### src/rtl/wb_block_reader.sv
// Wishbone pipelined read master: fetches a block of consecutive words
// one transaction at a time and streams them out on a valid/ready port.
module wb_block_reader #(
  parameter int ADDR_WIDTH = 8,
  parameter int DATA_WIDTH = 32,
  parameter int CNT_WIDTH  = 6,
  parameter int TIMEOUT    = 255
) (
  input  logic                  clk_i,
  input  logic                  rst_i,
  input  logic                  start_i,
  input  logic [ADDR_WIDTH-1:0] base_i,
  input  logic [CNT_WIDTH-1:0]  count_i,
  input  logic                  abort_i,
  output logic                  busy_o,
  output logic                  done_o,
  output logic [1:0]            status_o,
  output logic [DATA_WIDTH-1:0] out_data_o,
  output logic                  out_valid_o,
  input  logic                  out_ready_i,
  output logic                  wb_cyc_o,
  output logic                  wb_stb_o,
  output logic                  wb_we_o,
  output logic [3:0]            wb_sel_o,
  output logic [ADDR_WIDTH-1:0] wb_adr_o,
  input  logic [DATA_WIDTH-1:0] wb_dat_i,
  input  logic                  wb_ack_i,
  input  logic                  wb_err_i,
  input  logic                  wb_rty_i,
  input  logic                  wb_stall_i
);

  typedef enum logic [2:0] {
    IDLE, REQ, WAIT, OUT, DONE
  } state_t;

  localparam logic [15:0] TMO_LAST = 16'(TIMEOUT - 1);
  localparam logic [ADDR_WIDTH-1:0] WORD = ADDR_WIDTH'(4);
  localparam logic [ADDR_WIDTH-1:0] ALIGN = ~ADDR_WIDTH'(3);

  state_t                state;
  state_t                state_nxt;
  logic [ADDR_WIDTH-1:0] addr;
  logic [CNT_WIDTH-1:0]  remaining;
  logic [15:0]           tmo_cnt;
  logic [1:0]            status;
  logic [DATA_WIDTH-1:0] data;

  always_ff @(posedge clk_i or posedge rst_i) begin
    if (rst_i) state <= IDLE;
    else       state <= state_nxt;
  end

  always_comb begin
    state_nxt   = state;
    wb_cyc_o    = 1'b0;
    wb_stb_o    = 1'b0;
    out_valid_o = 1'b0;
    done_o      = 1'b0;
    unique case (state)
      IDLE: begin
        if (start_i)
          state_nxt = (count_i == '0) ? DONE : REQ;
      end
      REQ: begin
        wb_cyc_o = 1'b1;
        wb_stb_o = 1'b1;
        if (abort_i)          state_nxt = DONE;
        else if (!wb_stall_i) state_nxt = WAIT;
      end
      WAIT: begin
        wb_cyc_o = 1'b1;
        if (abort_i)                state_nxt = DONE;
        else if (wb_err_i)          state_nxt = DONE;
        else if (wb_ack_i)          state_nxt = OUT;
        else if (wb_rty_i)          state_nxt = REQ;
        else if (tmo_cnt == TMO_LAST) state_nxt = DONE;
      end
      OUT: begin
        out_valid_o = 1'b1;
        if (abort_i)
          state_nxt = DONE;
        else if (out_ready_i)
          state_nxt = (remaining == '0) ? DONE : REQ;
      end
      DONE: begin
        done_o    = 1'b1;
        state_nxt = IDLE;
      end
      default: state_nxt = IDLE;
    endcase
  end

  // Datapath: address, word counter, timeout counter, status and read data.
  always_ff @(posedge clk_i or posedge rst_i) begin
    if (rst_i) begin
      addr      <= '0;
      remaining <= '0;
      tmo_cnt   <= '0;
      status    <= 2'b00;
      data      <= '0;
    end else begin
      unique case (state)
        IDLE: begin
          if (start_i) begin
            addr      <= base_i & ALIGN;
            remaining <= count_i;
            tmo_cnt   <= '0;
            status    <= 2'b00;
          end
        end
        REQ: begin
          tmo_cnt <= '0;
          if (abort_i) status <= 2'b11;
        end
        WAIT: begin
          if (abort_i) begin
            status <= 2'b11;
          end else if (wb_err_i) begin
            status <= 2'b01;
          end else if (wb_ack_i) begin
            data      <= wb_dat_i;
            addr      <= addr + WORD;
            remaining <= remaining - CNT_WIDTH'(1);
          end else if (wb_rty_i) begin
            tmo_cnt <= '0;
          end else begin
            tmo_cnt <= tmo_cnt + 16'd1;
            if (tmo_cnt == TMO_LAST) status <= 2'b10;
          end
        end
        OUT: begin
          if (abort_i) status <= 2'b11;
        end
        default: ;
      endcase
    end
  end

  assign busy_o     = (state == REQ) || (state == WAIT) || (state == OUT);
  assign status_o   = status;
  assign out_data_o = data;
  assign wb_adr_o   = addr;
  assign wb_we_o    = 1'b0;
  assign wb_sel_o   = 4'b1111;

endmodule
### config.mk
export PLATFORM = sky130hd
export DESIGN_NAME = wb_block_reader
export DESIGN_NICKNAME = d
export VERILOG_FILES = /design/src/rtl/wb_block_reader.sv
export SDC_FILE = /design/constraint.sdc
export NUM_CORES = 1
export LEC_CHECK = 0
export ABC_AREA = 0
export CAP_MARGIN = 30
export CORE_MARGIN = 2
export CORE_UTILIZATION = 35
export DETAILED_ROUTE_END_ITERATION = 8
export PLACE_DENSITY_LB_ADDON = 0.08
export SETUP_SLACK_MARGIN = 0.1
export SLEW_MARGIN = 20
export SYNTH_ARGS = -nofsm -noshare
export SYNTH_HDL_FRONTEND = slang
export SYNTH_SLANG_ARGS = --single-unit
export TNS_END_PERCENT = 30
### constraint.sdc
create_clock -name clk_i -period 2.8 [get_ports clk_i]
set_clock_uncertainty 0.05 [all_clocks]
set_input_delay 0.7 -clock clk_i [delete_from_list [all_inputs] [get_ports clk_i]]
set_output_delay 0.7 -clock clk_i [all_outputs]
set_load 0.02 [all_outputs]
Word-level counts from Yosys, hierarchy flattened
Index checks and enable logic that the tools add are counted.
{ "word_totals": {"output_inout_bits": 52, "reg_bits": 67, "elab_cells": 84} }
{ "op_classes": {"n_reduce_logical": 15, "mux": 41, "bitwise": 2, "n_addsub": 3, "n_eq_ne": 17} }
{ "op_table": {"columns": ["cell", "count"], "rows": [
  ["16-bit 2-to-1 mux", 5],
  ["16-bit one-hot mux with 3 select lines", 1],
  ["3-bit 2-to-1 mux", 12],
  ["8-bit 2-to-1 mux", 4],
  ["6-bit 2-to-1 mux", 4],
  ["16-bit by 1-bit adder with 16-bit output, second input constant", 1],
  ["16-bit by 8-bit equality test with 1-bit output, second input constant", 1],
  ["8-bit one-hot mux with 2 select lines", 1],
  ["2-bit 2-to-1 mux", 7],
  ["6-bit logical NOT", 2],
  ["4-bit != test, second input constant", 3],
  ["3-bit one-hot mux with 4 select lines", 1],
  ["6-bit one-hot mux with 2 select lines", 1],
  ["2-bit != test, second input constant", 5],
  ["5-bit AND reduction", 2],
  ["8-bit by 3-bit adder with 8-bit output, second input constant", 1],
  ["4-bit AND reduction", 2],
  ["3-bit by 2-bit equality test with 1-bit output, second input constant", 2],
  ["3-bit != test, second input constant", 2],
  ["6-bit != test, second input constant", 1],
  ["2-bit one-hot mux with 3 select lines", 1],
  ["6-bit AND reduction", 1],
  ["3-bit nonzero test", 2],
  ["6-bit by 1-bit subtractor with 6-bit output, second input constant", 1],
  ["other kinds (9)", 15]
]} }

Logic depth before layout (Yosys ltp)
Gate-level depths: netlist of the first run.
{ "depth": {"word_depth": 7, "ltp_mapped": 7} }

Least setup slack after synthesis of the first run
No wires, ideal clock.
{ "synth_timing": {"path_kind": "input to register", "start": "input port wb_rty_i", "end": "register state[1]", "t_required_ns": 2.625, "path_buffers": 2, "arrival_ns": 2.390, "slack_ns": 0.235, "path_stages": 6, "setup_time_ns": 0.125, "cell_sequence": "or4b_4 -> buf_6 -> or4_4 -> buf_6 -> o22ai_4 -> mux2_4"} }
{ "synth_between": {"elab_chain_cells": 5} }
{ "synth_lines": {"columns": ["element", "line_no", "source"], "rows": [
  ["start, declared", "29", "input logic wb_rty_i,"],
  ["3-bit 2-to-1 mux", "76", "else if (wb_rty_i) state_nxt = REQ;"],
  ["3-bit 2-to-1 mux", "75", "else if (wb_ack_i) state_nxt = OUT;"],
  ["3-bit 2-to-1 mux", "74", "else if (wb_err_i) state_nxt = DONE;"],
  ["3-bit 2-to-1 mux", "73", "if (abort_i) state_nxt = DONE;"],
  ["3-bit one-hot mux with 4 select lines", "60", "unique case (state)"],
  ["end signal, assigned", "51", "else state <= state_nxt;"],
  ["end, declared", "41", "state_t state;"]
]} }
Several ways; a longest one is shown, not always the timed one.
A chain may end at the register's enable or synchronous reset.

Final worst setup path of the first run
{ "layout_timing": {"start": "register state[0]", "end": "output port wb_stb_o"} }
{ "layout_between": {"elab_chain_cells": 2} }
{ "layout_lines": {"columns": ["element", "line_no", "source"], "rows": [
  ["3-bit by 1-bit equality test with 1-bit output", "60", null],
  ["1-bit 2-to-1 mux", "60", null],
  ["end, declared", "22", "output logic wb_stb_o,"]
]} }
Every way passes these cells.

==> results_dict.tcl, run 1 <==
set metrics [dict create \
    clock-sinks 65 \
    grt_max_degree 66 \
    ys_seq_area_frac 0.479 \
    drc 0 \
    via_count 2864 \
    mappedNetlistArea_mm2 0.00339 \
    firstDrtPassIters 4 \
    slew-limit-headroom 0.671 \
    rsz0062_at_grt "no" \
    area_delta_synth_final_pct 40.6 \
    wire_per_inst_um 15.2 \
    clk_root_buffer_cell "clkbuf_8" \
    maxCapViolations 0 \
    post-synth-top-area-cell "dfrtp_1" \
    worst_setup_path_start_kind "register" \
    grt_overflow_total 0 \
    max_freq_mhz 398 \
    drt_iter0_markers 115 \
    synth_top_area_share 0.479 \
    post-route-period-util 0.896 \
    finalSetupTns_ns 0 \
    antenna_cells 0 \
    ys_ff_latch 65 \
    layout_min_cycle_time_ns 2.51 \
    cp.required_ns 2.05 \
    synthCells 323 \
    cts.clk_slew.worst_paths_ns 0.08 \
    antenna_found_initial 0 \
    power_frac_seq 0.325 \
    leakage_nw 2.09 \
    ant_nets 0 \
    synthFlopType "dfrtp_1" \
    power.internal_mw 2.73 \
    dp_cells 543 \
    power_frac_clock 0.206 \
    synth_common_cells "dfrtp_1, mux2_2, clkbuf_1, nor2_1, o31ai_1" \
    finalWirelength_um 8500 \
    synth_cell_types 51 \
    crit_path_end_kind "output port" \
    stdcell_count 558 \
    crit_fanout 15 \
    first_global_vias 2759 \
    criticalPathCategory "reg -> out" \
    fp.dieW_um 102 \
    cts_tree "yes" \
    io_pins 107 \
    worst_slew_pin_slew_ns 0.489 \
    cts-buffers-inserted 9 \
    layout-drive-gt1-share 0.182 \
    rows 35 \
    die_h_um 102 \
    rrSetupSlack_ns 0.46 \
    finalNetCount 485 \
    gp_congestion 0.803 \
    finalHoldViolations 0 \
    dieArea_mm2 0.0105 \
    synthArstFlopShare 1.00 \
    htreeDepth 3 \
    place_hpwl_um 5880 \
    ctsLongestPathBuffers 2 \
    irDropWorstVdd_mv 0.404 \
    utilization 0.512 \
    hp-class "reg -> reg" \
    synthTopCellsByArea "dfrtp_1, mux2_2, o31ai_1, clkbuf_1, nor2_1" \
    track_usage 0.170 \
    cts_setup_buffers 0 \
    setup_viol 0 \
    power.density_mw_per_mm2 913 \
    hold_slack_ns 0.441 \
    p_sw_frac 0.372 \
    via_per_inst 5.13 \
    switching_power_mw 1.62 \
    synth_area_per_cell_um2 10.5 \
    port_buffers 97 \
    comb_power_share 0.469 \
    grt_pass1_wl_um 13800 \
    yosysWarnings 0 \
    slew_violations 0 \
    status "complete, no violations" \
    clock_latency_ns 0.34 \
    start_util 0.364 \
    synth_edf_count 0 \
    yosysMostFrequentCell "dfrtp_1" \
    cp.arrival_ns 1.76 \
    core_mm2 0.00933 \
]
cell families after synthesis:
kind of cell / count (synthesis) / share of synthesized area
adders and majority gates: 5 / 0.0184
other: 2 / 0.00221
and+or+nand+nor: 94 / 0.152
buffers and inverters: 40 / 0.0590
DFF: 65 / 0.479
muxes: 36 / 0.120
AOI/OAI and AO/OA: 81 / 0.169
state kept, by name (all words and copies together) (netlist names):
| signal | cells |
|---|---|
| out_data_o | 32 |
| remaining | 6 |
| status_o | 2 |
| state | 3 |
| tmo_cnt | 16 |
| wb_adr_o | 6 |
power groups by stage:
stage | sequential, mW | combinational, mW | clock (mW)
CTS | 1.42 | 2.07 | 0.924
global placement | 1.42 | 2.06 | 0
finish | 1.42 | 2.04 | 0.898
detailed placement | 1.43 | 2.07 | 0
floorplan | 1.68 | 0.916 | 0
global route | 1.46 | 2.23 | 0.972
area by class of cell:
| cell class | count | area (µm²) |
|---|---|---|
| fill | 888 | 4560 |
| timing repair buffer | 118 | 1150 |
| multi-input combinational | 223 | 1590 |
| inverter | 8 | 30.0 |
| clock buffer | 9 | 124 |
| tap | 129 | 161 |
| sequential | 65 | 1630 |
| clock inverter | 6 | 92.6 |
placed cells by master, fill, tap and decap left out, types with 3 or more instances in the layout:
cell type,instances
and4_1,5
o21ai_0,12
nor2_1,20
and3_1,6
nor2b_1,3
a21oi_1,11
o22ai_1,3
ha_1,5
a41oi_1,4
conb_1,7
mux2_2,33
o22a_1,4
o31ai_1,20
inv_1,7
a31oi_1,9
clkdlybuf4s50_1,96
nor4_1,4
nand3_1,12
or3_1,3
buf_4,19
nand2_1,14
clkbuf_8,9
or2_2,3
nor3_1,10
dfrtp_1,65
critical path, stage by stage, from the launching register on:
cell and delay, ns:
dfrtp_1 0.35, buf_4 0.19, nand2_1 0.16, nor2_1 0.12
clkdlybuf4s50_1 0.61
path summary, 6_finish.rpt:
check	to	cells past startpoint	start
min in group asynchronous	out_data_o[30]	3	rst_i
worst max register to register	state[1]	5	state[2]
max in group asynchronous	tmo_cnt[14]	3	rst_i
worst min register to register	tmo_cnt[7]	1	tmo_cnt[7]
worst max-delay path	wb_stb_o	4	state[0]
worst min-delay path	tmo_cnt[7]	1	tmo_cnt[7]
stage by stage:
stage	setup slack [ns]	cell area, µm²	power (mW)
6_report	0.290	4770	4.36
5_1_grt	0.172	4770	4.66
4_1_cts	0.251	4770	4.41
3_5_place_dp	-0.0641	4560	3.50
3_3_place_gp	-0.00952	4560	3.48
2_1_floorplan	0.235	3410	2.60
what timing repair did:
action | in CTS | in global routing
endpoints found under the hold margin | 0 | 0
gates resized for setup | 1 | 0
hold buffers | 0 | 0
endpoints found under the setup margin | 1 | 0
routing by layer:
layer  routed length (µm)  global-route usage
met3                  521              0.0527
met4                   64              0.0585
met2                 3870               0.250
met5                    0                   0
met1                 4040               0.236
Note: power is estimated with default switching activity, not from simulation.
==> inputs of run 2 (changes only) <==
Settings changed: HOLD_SLACK_MARGIN set to 0.08.
==> results of run 2 <==
Final layout, timing and power as in run 1 (identical DEF).
